[src/rtl/fib_pkg.sv]
// Shared encodings for the Fibonacci controller and datapath.
// It holds the micro-op opcodes and the register-file index names.
package fib_pkg;

  localparam logic [2:0] OP_NOP  = 3'b000;
  localparam logic [2:0] OP_SETC = 3'b001;
  localparam logic [2:0] OP_DEC  = 3'b011;
  localparam logic [2:0] OP_LOAD = 3'b100;
  localparam logic [2:0] OP_TEST = 3'b101;
  localparam logic [2:0] OP_ADD  = 3'b110;
  localparam logic [2:0] OP_MOV  = 3'b111;

  localparam logic [1:0] R_CNT = 2'd0;
  localparam logic [1:0] R_A   = 2'd1;
  localparam logic [1:0] R_B   = 2'd2;
  localparam logic [1:0] R_TMP = 2'd3;

endpackage

[src/rtl/fib_alu.sv]
// Combinational micro-op evaluator for one register-file write per cycle.
// We marks the ops that write rf[d]; carry is only meaningful for ADD.
module fib_alu
  import fib_pkg::*;
#(
  parameter int W = 16
) (
  input  logic [2:0]   opcode,
  input  logic         setc_bit,
  input  logic [W-1:0] a,
  input  logic [W-1:0] b,
  input  logic [W-1:0] imm,
  output logic [W-1:0] y,
  output logic         carry,
  output logic         we
);

  always_comb begin
    y     = '0;
    carry = 1'b0;
    we    = 1'b0;
    case (opcode)
      OP_SETC: begin
        y  = {{(W-1){1'b0}}, setc_bit};
        we = 1'b1;
      end
      OP_DEC: begin
        y  = a - {{(W-1){1'b0}}, 1'b1};
        we = 1'b1;
      end
      OP_LOAD: begin
        y  = imm;
        we = 1'b1;
      end
      OP_ADD: begin
        {carry, y} = {1'b0, a} + {1'b0, b};
        we         = 1'b1;
      end
      OP_MOV: begin
        y  = b;
        we = 1'b1;
      end
      default: ;
    endcase
  end

endmodule

[src/rtl/fib_datapath.sv]
// Register file, zero flag, overflow flag and result handshake driven by
// the Fibonacci controller's micro-ops.
module fib_datapath
  import fib_pkg::*;
#(
  parameter int W = 16
) (
  input  logic         CLK,
  input  logic         RST_N,
  input  logic [2:0]   opcode,
  input  logic [1:0]   operand1,
  input  logic [1:0]   operand2,
  input  logic         DONE,
  input  logic [W-1:0] N_IN,
  output logic         ZERO_FLAG,
  output logic [W-1:0] RESULT,
  output logic         RESULT_VALID,
  input  logic         RESULT_READY,
  output logic         OVF
);

  logic [3:0][W-1:0] rf;
  logic [W-1:0]      alu_y;
  logic              alu_carry;
  logic              alu_we;
  logic              done_q;
  logic              capture;

  fib_alu #(.W(W)) u_alu (
    .opcode   (opcode),
    .setc_bit (operand1[1]),
    .a        (rf[operand1]),
    .b        (rf[operand2]),
    .imm      (N_IN),
    .y        (alu_y),
    .carry    (alu_carry),
    .we       (alu_we)
  );

  // The controller branches on this in the same cycle it presents TEST.
  assign ZERO_FLAG = (opcode == OP_TEST) && (rf[operand1] == '0);
  assign capture   = DONE && !done_q;

  always_ff @(posedge CLK) begin
    if (!RST_N) begin
      rf <= '0;
    end else if (alu_we) begin
      rf[operand1] <= alu_y;
    end
  end

  // A LOAD of the loop counter marks the start of a new run.
  always_ff @(posedge CLK) begin
    if (!RST_N) begin
      OVF <= 1'b0;
    end else if (opcode == OP_LOAD && operand1 == R_CNT) begin
      OVF <= 1'b0;
    end else if (opcode == OP_ADD && alu_carry) begin
      OVF <= 1'b1;
    end
  end

  // Capture takes priority over a same-edge accept so a fresh result is never lost.
  always_ff @(posedge CLK) begin
    if (!RST_N) begin
      done_q       <= 1'b0;
      RESULT       <= '0;
      RESULT_VALID <= 1'b0;
    end else begin
      done_q <= DONE;
      if (capture) begin
        RESULT       <= rf[R_A];
        RESULT_VALID <= 1'b1;
      end else if (RESULT_VALID && RESULT_READY) begin
        RESULT_VALID <= 1'b0;
      end
    end
  end

endmodule

[config.mk]
export PLATFORM = sky130hd
export DESIGN_NAME = fib_datapath
export DESIGN_NICKNAME = d
export VERILOG_FILES = /design/src/rtl/fib_pkg.sv /design/src/rtl/fib_alu.sv /design/src/rtl/fib_datapath.sv
export SDC_FILE = /design/constraint.sdc
export NUM_CORES = 1
export LEC_CHECK = 0
export BUFFER_PORTS_ARGS = -buffer_cell sky130_fd_sc_hd__buf_4
export CAP_MARGIN = 20
export CORE_MARGIN = 4
export CORE_UTILIZATION = 47
export CTS_CLUSTER_DIAMETER = 200
export DETAILED_ROUTE_END_ITERATION = 6
export PLACE_DENSITY = 0.65
export SKIP_CTS_REPAIR_TIMING = 1
export SYNTH_ARGS = -nofsm -noshare
export SYNTH_HDL_FRONTEND = slang
export SYNTH_SLANG_ARGS = --single-unit
[constraint.sdc]
create_clock -name CLK -period 4.9 [get_ports CLK]
set_clock_uncertainty 0.15 [all_clocks]
set_input_delay 0.735 -clock CLK [delete_from_list [all_inputs] [get_ports CLK]]
set_output_delay 0.735 -clock CLK [all_outputs]
set_load 0.03 [all_outputs]
==> impl_summary.log <==
INFO  metric worst-setup-path-type = input port to flip-flop
INFO  metric post-synth-top-area-fraction = between 30% and 40%
INFO  metric diodes = 0
INFO  metric worst_r2r_startpoint = rf[20]
INFO  metric min_period = 4070 ps
INFO  metric post_route_ant_nets = 0
INFO  metric grt_max_degree = 86
INFO  metric startpoint_class = input port
INFO  metric cts_num_sinks = between 80 and 90
INFO  metric synth-edff-count = 0
INFO  metric core.rowCount = 38
INFO  metric worstSkewPairLatency = 350 ps
INFO  metric synthTopCellsByCount = sky130_fd_sc_hd__dfxtp_1 (83), sky130_fd_sc_hd__nand2_1 (68), sky130_fd_sc_hd__o21ai_0 (67)
INFO  metric crit_end = rf[61]
INFO  metric synth_warnings = 0
INFO  metric timing_worst_slew_pin_value = 1080 ps
INFO  metric rsz_0062_raised_after_global_routing = false
INFO  metric area_growth_syn_to_layout = 9.75%
INFO  metric syn-cell-area = approximately 5200 um2
INFO  metric globalRouteOverflowTotal = 0
INFO  metric gpl.final_weighted_congestion = 0.895
INFO  metric end_kind = flip-flop
INFO  metric switching_power_total = 501 uW
INFO  metric min-delay-path-class = flip-flop to flip-flop
INFO  metric layout-drive-gt1-share = around 18%
INFO  metric register_clock_pin_slew_on_the_reported_worst_setup_and_hold_paths = 80 ps
INFO  metric firstDrtPassIters = 5
INFO  metric num_vias = approximately 4500
INFO  metric seq_area_frac_synth = 31.7%
INFO  metric share_of_flip_flops_with_an_asynchronous_set_or_reset = 0%
INFO  metric grt_first_pass_wirelength = 23000 um
INFO  metric power_density_cells = 286 nW/um2
INFO  metric grt_antenna_before_repair = 0
INFO  metric synthesis.nets = 628
INFO  metric floorplan.io_pins = 46
INFO  metric vias_per_cell = 6.07
INFO  metric floorplan.die.height = around 110 um
INFO  metric dpl.hpwl = 9940 um
INFO  metric total_leakage_power = 2.32 nW
INFO  metric synthFlopType = sky130_fd_sc_hd__dfxtp_1
INFO  metric clock_tree.root_cell = sky130_fd_sc_hd__clkbuf_8
INFO  metric tritoncts = built
INFO  metric max-clock-path-buffers = 2
INFO  metric slew_viol_final = 0
INFO  metric min_delay_startpoint = RESULT[15]
INFO  metric combinationalPowerShare = roughly 25%
INFO  metric global_route.usage.total = 22.3%
INFO  metric crit-reg2reg-capture = rf[61]
INFO  metric nFillCells = 1040
INFO  metric core_area = 10900 um2
INFO  metric synth_area_leader = sky130_fd_sc_hd__dfxtp_1
INFO  metric wl_per_cell = 18.9 um
INFO  metric critical_path_arrival = 4110 ps
INFO  metric relSlewSlack = about 28%
INFO  metric worstRegToRegCells = 9
INFO  metric startpoint = operand1[0]
INFO  metric power.clock.fraction = 29.8%
INFO  metric dieArea = between 10000 and 15000 um2
INFO  metric finalCritPeriodShare = 83.1%
INFO  metric r2r_setup_slack = 1280 ps
INFO  metric finalHoldViolCount = 0
INFO  metric finalWirelength = 14000 um
INFO  metric synth_top_cells_by_area = sky130_fd_sc_hd__dfxtp_1 (32%), sky130_fd_sc_hd__mux4_2 (13%), sky130_fd_sc_hd__o21ai_0 (6.4%)
INFO  metric internal_power = 1.14 mW
INFO  metric drt_first_iter_violations = 431
INFO  metric post_synthesis_cell_type_count = 60
INFO  metric tns = 0 ps
INFO  metric io_buffers = 45
INFO  metric die_w = 114 um
INFO  metric required = 4940 ps
INFO  metric final_core_util = between 50 and 60%
INFO  metric cts_inserted_buffers = 9
INFO  metric peakVddDrop = 0.000172 V
INFO  metric setup_viol = 0
INFO  metric synthesis.instances = 582
INFO  metric max_freq = 0.246 GHz
INFO  metric htree_levels = 3
INFO  metric power.sequential.fraction = 44.9%
INFO  metric grt_pass1_vias = around 4400
INFO  metric post-synth-top-count-cell = sky130_fd_sc_hd__dfxtp_1
INFO  metric outcome = complete, no violations
INFO  metric drv_cap = 0
INFO  metric sw_frac_of_total = just over 30%
INFO  metric ys_seq_elements = 83
INFO  metric post-route-drc-count = 0
INFO  metric floorplan.initialDensity = between 40% and 50%
INFO  metric design.final.nets = 641
INFO  metric crit_fanout = 23
INFO  metric postSynthAreaPerCell = 9.01 um2
## layer usage
metal / vias to the layer above / global-route usage [%] / routed length (um)
met5: - / 0 / 0
met4: 0 / 7.29 / 223
met3: 16 / 3.29 / 763
met2: 139 / 34.0 / 6200
met1: 2134 / 32.5 / 6810
li1: 2194 / - / -
## power groups by stage
stage,registers [mW],clock network [mW],logic (mW)
global placement,0.751,0,0.406
floorplan,0.752,0,0.310
finish,0.739,0.490,0.416
detailed placement,0.753,0,0.410
global route,0.744,0.530,0.456
CTS,0.737,0.503,0.412
## cell type report
type | count | area, um2 | area share (%)
Multi-Input combinational cell | 446 | 3350 | 58.1
Sequential cell | 83 | 1660 | 28.9
Timing Repair Buffer | 46 | 345 | 6.00
Tap cell | 140 | 175 | 3.04
Clock buffer | 13 | 159 | 2.76
Clock inverter | 2 | 35.0 | 0.608
Inverter | 9 | 33.8 | 0.587
## cell families (layout without fill, tap and decap cells)
logic type | after synthesis | after routing | share of synthesized area, %
buf+inv | 53 | 70 | 4.51
fa+ha+maj | 19 | 19 | 4.67
simple gates | 149 | 149 | 14.6
compound gates | 216 | 216 | 25.4
mux | 39 | 39 | 15.2
xor+xnor | 23 | 23 | 3.84
flops | 83 | 83 | 31.7
## flip-flops by register name, indices dropped and copies added (netlist names)
name	cells
RESULT	16
RESULT_VALID	1
OVF	1
done_q	1
rf	64
## critical path, cell delays in order
cell and delay [ps]:
sky130_fd_sc_hd__buf_4 320, sky130_fd_sc_hd__mux4_2 640, sky130_fd_sc_hd__ha_1 400, sky130_fd_sc_hd__and2_1 190, sky130_fd_sc_hd__nand3_1 110, sky130_fd_sc_hd__a211o_1 350, sky130_fd_sc_hd__o21ai_0 590, sky130_fd_sc_hd__o22ai_1 130
sky130_fd_sc_hd__a211oi_1 500, sky130_fd_sc_hd__a21oi_1 130
## worst min-delay path by stage
stage                             to  depth (start not counted)
after detailed placement  RESULT[15]                          2
after floorplan               rf[40]                          2
after global placement        rf[40]                          2
after CTS                 RESULT[15]                          2
final                     RESULT[15]                          2
after global routing       RESULT[0]                          2
## per-stage QoR
step | cell area (um2) | power, mW | hold WS [ps] | setup WS [ps] | std cells
CTS | 5760 | 1.65 | 325 | 858 | 739
global route | 5760 | 1.73 | 339 | 561 | 739
detailed placement | 5560 | 1.16 | 312 | 466 | 724
finish | 5760 | 1.64 | 323 | 828 | 739
global placement | 5560 | 1.16 | 305 | 573 | 724
floorplan | 5250 | 1.06 | 293 | 766 | 582
## placed cells by master (no fill, tap or decap), types with 12 or more instances in the layout
cell type,count
sky130_fd_sc_hd__o21ai_0,67
sky130_fd_sc_hd__nor2_1,17
sky130_fd_sc_hd__mux4_2,31
sky130_fd_sc_hd__xnor2_1,12
sky130_fd_sc_hd__a21boi_0,19
sky130_fd_sc_hd__buf_4,46
sky130_fd_sc_hd__o211a_1,12
sky130_fd_sc_hd__ha_1,18
sky130_fd_sc_hd__a21oi_1,63
sky130_fd_sc_hd__nand2_1,68
sky130_fd_sc_hd__nand3_1,17
sky130_fd_sc_hd__dfxtp_1,83
(Power assumes the default switching activity.)
